<file path="config.mk">
export PLATFORM = sky130hd
export DESIGN_NAME = fetch_unit
export DESIGN_NICKNAME = d
export VERILOG_FILES = /design/src/rtl/fetch_unit.sv
export SDC_FILE = /design/constraint.sdc
export NUM_CORES = 1
export LEC_CHECK = 0
export BUFFER_PORTS_ARGS = -buffer_cell sky130_fd_sc_hd__buf_2
export CORE_MARGIN = 1
export CORE_UTILIZATION = 45
export DETAILED_ROUTE_END_ITERATION = 16
export GPL_ROUTABILITY_DRIVEN = 0
export GPL_TIMING_DRIVEN = 0
export PLACE_DENSITY = 0.76
export SLEW_MARGIN = 20
export SYNTH_ARGS = -nofsm -noshare
export SYNTH_HDL_FRONTEND = slang
export SYNTH_SLANG_ARGS = --single-unit
</file>
<file path="constraint.sdc">
create_clock -name clk -period 3.5 [get_ports clk]
set_input_delay 1.05 -clock clk [delete_from_list [all_inputs] [get_ports clk]]
set_output_delay 1.05 -clock clk [all_outputs]
set_load 0.1 [all_outputs]
</file>
<file path="src/rtl/fetch_unit.sv">
// Instruction-fetch stage: owns the PC, drives the combinational instruction
// memory and captures the returned word into the IF/ID register.
module fetch_unit #(
    parameter int                WIDTH      = 32,
    parameter logic [WIDTH-1:0]  RESET_PC   = 32'h0000_0000,
    parameter int                IMEM_WORDS = 1024,
    parameter logic [31:0]       NOP_INSTR  = 32'h0000_0013
) (
    input  logic             clk,
    input  logic             reset,
    input  logic             stall,
    input  logic             flush,
    input  logic             redirect,
    input  logic [WIDTH-1:0] redirect_pc,
    input  logic             halt_req,
    output logic [WIDTH-1:0] imem_addr,
    input  logic [31:0]      imem_rd,
    output logic             if_id_valid,
    output logic [31:0]      if_id_instr,
    output logic [WIDTH-1:0] if_id_pc,
    output logic [WIDTH-1:0] if_id_pc_plus4,
    output logic             fetch_err,
    output logic [1:0]       state
);

    typedef enum logic [1:0] {
        ST_BOOT = 2'd0,
        ST_RUN  = 2'd1,
        ST_HALT = 2'd2
    } state_e;

    // One extra bit so the byte limit itself is representable for any WIDTH.
    localparam logic [WIDTH:0] PC_LIMIT = (WIDTH+1)'(IMEM_WORDS * 4);

    state_e           state_q;
    logic [WIDTH-1:0] pc_q;
    logic             valid_q;
    logic [31:0]      instr_q;
    logic [WIDTH-1:0] id_pc_q;
    logic [WIDTH-1:0] id_pc4_q;
    logic             err_q;

    logic [WIDTH-1:0] pc_seq_d;
    logic             pc_out_of_range_d;
    logic             redir_misaligned_d;

    // Sequential next PC and the fault conditions checked before any capture.
    always_comb begin
        pc_seq_d           = pc_q + {{(WIDTH-3){1'b0}}, 3'd4};
        pc_out_of_range_d  = ({1'b0, pc_q} >= PC_LIMIT);
        redir_misaligned_d = (redirect_pc[1:0] != 2'b00);
    end

    // FSM, program counter and IF/ID register.
    always_ff @(posedge clk) begin
        if (reset) begin
            state_q  <= ST_BOOT;
            pc_q     <= RESET_PC;
            valid_q  <= 1'b0;
            instr_q  <= NOP_INSTR;
            id_pc_q  <= {WIDTH{1'b0}};
            id_pc4_q <= {WIDTH{1'b0}};
            err_q    <= 1'b0;
        end else begin
            case (state_q)
                ST_BOOT: begin
                    state_q <= ST_RUN;
                end
                ST_RUN: begin
                    if (halt_req) begin
                        state_q <= ST_HALT;
                        valid_q <= 1'b0;
                        instr_q <= NOP_INSTR;
                    end else if (redirect && redir_misaligned_d) begin
                        err_q   <= 1'b1;
                        state_q <= ST_HALT;
                        valid_q <= 1'b0;
                        instr_q <= NOP_INSTR;
                    end else if (redirect) begin
                        // The word on imem_rd is wrong-path: drop it even if stalled.
                        pc_q    <= redirect_pc;
                        valid_q <= 1'b0;
                        instr_q <= NOP_INSTR;
                    end else if (pc_out_of_range_d) begin
                        err_q   <= 1'b1;
                        state_q <= ST_HALT;
                        valid_q <= 1'b0;
                        instr_q <= NOP_INSTR;
                    end else if (stall) begin
                        pc_q <= pc_q;
                    end else if (flush) begin
                        valid_q <= 1'b0;
                        instr_q <= NOP_INSTR;
                        pc_q    <= pc_seq_d;
                    end else begin
                        valid_q  <= 1'b1;
                        instr_q  <= imem_rd;
                        id_pc_q  <= pc_q;
                        id_pc4_q <= pc_seq_d;
                        pc_q     <= pc_seq_d;
                    end
                end
                ST_HALT: begin
                    valid_q <= 1'b0;
                    instr_q <= NOP_INSTR;
                end
                default: begin
                    state_q <= ST_HALT;
                    valid_q <= 1'b0;
                    instr_q <= NOP_INSTR;
                end
            endcase
        end
    end

    assign imem_addr      = pc_q;
    assign if_id_valid    = valid_q;
    assign if_id_instr    = instr_q;
    assign if_id_pc       = id_pc_q;
    assign if_id_pc_plus4 = id_pc4_q;
    assign fetch_err      = err_q;
    assign state          = state_q;

endmodule

</file>
==> results by group <==
Clock network
  – Htree depth: 4
  – Hold-fix buffers at CTS: 0
  – Insertion delay of the later-clocked pin in the worst-skew pair: 530 ps
  – CTS buffer count: 17
  – Maximum buffer depth of the clock tree: 2
  – Root buf cell: clkbuf_8
  – PostCTS Resize Cnt: 0
  – TritonCTS clock tree: built
  – Total number of clock tree sinks: 130
  – Setup repair bufs after CTS: 0
  – Register clock-pin slew on the reported worst setup and hold paths: 60 ps

GRT
  – First-pass GRT wire length: roughly 21000 um
  – Antenna violations before repair: 0
  – Grt ovf: 0
  – Largest net degree at the start of global routing: 17
  – Aggregate global-route resource usage: 24.92%
  – Via count of the first global-routing pass: between 4000 and 5000

Floorplan
  – Full die area: between 10000 and 15000 um2
  – Die extent in x: 105.0 um
  – Initial Util: 46.29%
  – Rows: 37
  – Area inside the core boundary: 10320 um2
  – IO Count: 202
  – Die height: between 100 and 150 um

Timing
  – Part of the cycle the worst path needs: 75.29%
  – Final hold violation count: 0
  – Relative slew slack: between 50% and 60%
  – Post-layout worst setup margin: between 800 and 900 ps
  – Fin Hold WS: about 450 ps
  – Fmax: 379.5 MHz
  – RSZ-0062 raised after global routing: no
  – Number of pins with negative max-slew slack in the final report: 0
  – Worst Skew: around 10 ps
  – Final TNS setup: 0 ps
  – Pin slew with the least headroom to its limit: 675.1 ps
  – Minimum period implied by the final worst setup slack: between 2000 and 3000 ps
  – Final setup violation count: 0

Synthesis
  – Synth Net Count: 556
  – Largest cells by area after synthesis: dfxtp_1 54%, a22o_1 5.5%, and2_1 5.4%, mux2i_1 3.1%, nand2_1 3.1%
  – Number of synthesized flops with an enable pin: 0
  – Post-synthesis register bit count: 130
  – Post-synthesis cell count: 484
  – Sequential fraction of the synthesis area: 54.46%
  – Commonest cells post-synth: 130 x dfxtp_1, 41 x and2_1, 40 x nand2_1, 40 x nor2_1, 30 x a22o_1
  – Post-synth cell types: 49
  – Post-Synthesis Mean Instance Area: 9.873 um2
  – Most frequent cell after synthesis: dfxtp_1
  – Summed instance area of the synthesized netlist: 4778 um2
  – Warnings, synthesis: 0
  – Share of flip-flops with an asynchronous set or reset after synthesis: 0%
  – Most used DFF post-synth: dfxtp_1
  – Top cell type's share of synthesized area: between 50 and 60%
  – Cell type with the largest total area after synthesis: dfxtp_1

Run status
  – Status: finished clean

Finish
  – Layout-stage area growth over the synthesis result: 37.08%
  – Diodes inserted: 0
  – Fraction of layout instances using a drive strength above 1: 36.22%
  – Final layout net count: 774

Power
  – Areal power density over the cells: 552.2 nW/um2
  – Highest ir drop seen on vdd: approximately 0.26 mV
  – Cell leakage power: 0.003043 uW

Worst setup path
  – Crit start category: flop
  – Max stage delay cell, worst path: dfxtp_1
  – Data arrival, critical path: 1590 ps
  – Peak per-stage delay on the critical path: 550 ps
  – Class of the most critical setup path: flop to primary output
  – Critical-path maximum fanout: 10
  – Buffers & Inverters on Critical Path: 1
  – Required time at the endpoint of the critical path: 2450 ps
  – CP Cell Sequence: buf_2
  – Top cell family by delay on the critical path: flip-flops
  – Element type at the critical path end: primary output

Route
  – Residual DRC count: 0
  – Total length of routed wires: 13410 um
  – Routed len/inst: 15.75 um
  – 1st-pass router iterations: 6
  – Post-DR vias/cell: 5.208
  – Number of DRC markers after the initial detailed-route iteration: 281
  – Via count: roughly 4400
  – DRT antenna net count: 0

Placement
  – Worst slack after detailed placement: 470.0 ps
  – Count of input and output buffers: 199
  – HPWL after detailed placement: around 10000 um

Min path
  – Type of the tightest min-delay check: flop to flop

Run
  – Number of max-capacitance violations reported: 0
-- logic make-up (layout without fill, tap and decap cells) --
family                     count (synthesis)  in the layout  share of synthesized area, %
DFF                                      130            130                         54.46
xor gates and xnor gates                   8              8                         1.466
muxes                                     15             15                         3.142
adders and majority gates                  2              2                        0.5236
AOI/OAI and AO/OA                        108            108                         16.50
buffers and inverters                     46            277                         4.897
and+or+nand+nor                          175            175                         19.01
-- layer usage --
| layer | global-route usage, % | wire length (um) |
|---|---|---|
| met3 | 6.301 | 751 |
| met5 | 0 | 0 |
| met4 | 10.26 | 257 |
| met1 | 30.94 | 5854 |
| met2 | 41.15 | 6542 |
-- sequential cells by signal, summed over array words and instances, names as in the netlist --
| signal | count |
|---|---|
| if_id_pc_plus4 | 30 |
| if_id_instr | 32 |
| fetch_err | 1 |
| imem_addr | 32 |
| if_id_valid | 1 |
| if_id_pc | 32 |
| state | 2 |
-- layout make-up --
class	count	area, um2
timing repair buffer	199	996.0
clock buffer	19	431.7
clock inverter	13	173.9
fill	885	3774
buffer	39	207.7
inverter	7	26.28
sequential	130	2603
tap	136	170.2
multi-input combinational	308	1942
-- where the power goes --
group | total [uW] | internal, uW | switching [uW]
Sequential | 1510 | 1490 | 16.0
Clock | 1800 | 1120 | 685
Combinational | 303 | 79.6 | 223
Total | 3620 | 2690 | 924
-- metrics by stage --
step                      area [um2]  power, uW  std cells  util (%)
after floorplan                 4778       1750        484         -
after global placement          5944       1836        819     57.58
after detailed placement        5944       1844        819     57.58
after CTS                       6550       3637        851     63.45
after global routing            6550       3728        851     63.45
final                           6550       3617        851     63.45
-- final timing paths --
| check | start | to | slack [ps] | cells after the start |
|---|---|---|---|---|
| setup / recovery | imem_addr[2] | imem_addr[2] | 860 | 1 |
| hold / removal | if_id_instr[4] | if_id_instr[4] | 450 | 2 |
| setup reg to reg | imem_addr[14] | if_id_pc[22] | 1220 | 7 |
| hold reg to reg | if_id_instr[4] | if_id_instr[4] | 450 | 2 |
-- worst register-to-register path, delay by kind of cell (launching register included) --
family | cells | cell delay [ps]
buf+inv | 2 | 330
flops | 1 | 350
simple gates | 5 | 1490
-- cells in the final DEF (no fill, tap or decap), types with 3 or more instances in the layout --
cell type / synthesis / routed
buf_2: 7 / 206
dfxtp_1: 130 / 130
inv_6: 0 / 4
inv_1: 7 / 7
o21ai_0: 14 / 14
a211oi_1: 3 / 3
nand2b_1: 5 / 5
buf_4: 8 / 8
nand3_1: 20 / 20
clkbuf_1: 21 / 22
xor2_1: 5 / 5
clkbuf_16: 0 / 16
and4_1: 3 / 3
a31oi_1: 4 / 4
a22o_1: 30 / 30
o31ai_1: 7 / 7
bufinv_16: 0 / 3
nor2_1: 40 / 40
mux2i_1: 15 / 15
nand2_1: 40 / 40
a2bb2oi_1: 3 / 3
nor3_1: 3 / 3
xnor2_1: 3 / 3
a211oi_2: 7 / 7
a21oi_1: 26 / 26
a22oi_1: 4 / 4
nor4_1: 3 / 3
nor3b_1: 4 / 4
buf_6: 3 / 3
nand4_1: 3 / 3
and2_1: 41 / 41
Power figures use the tool's default switching activity.
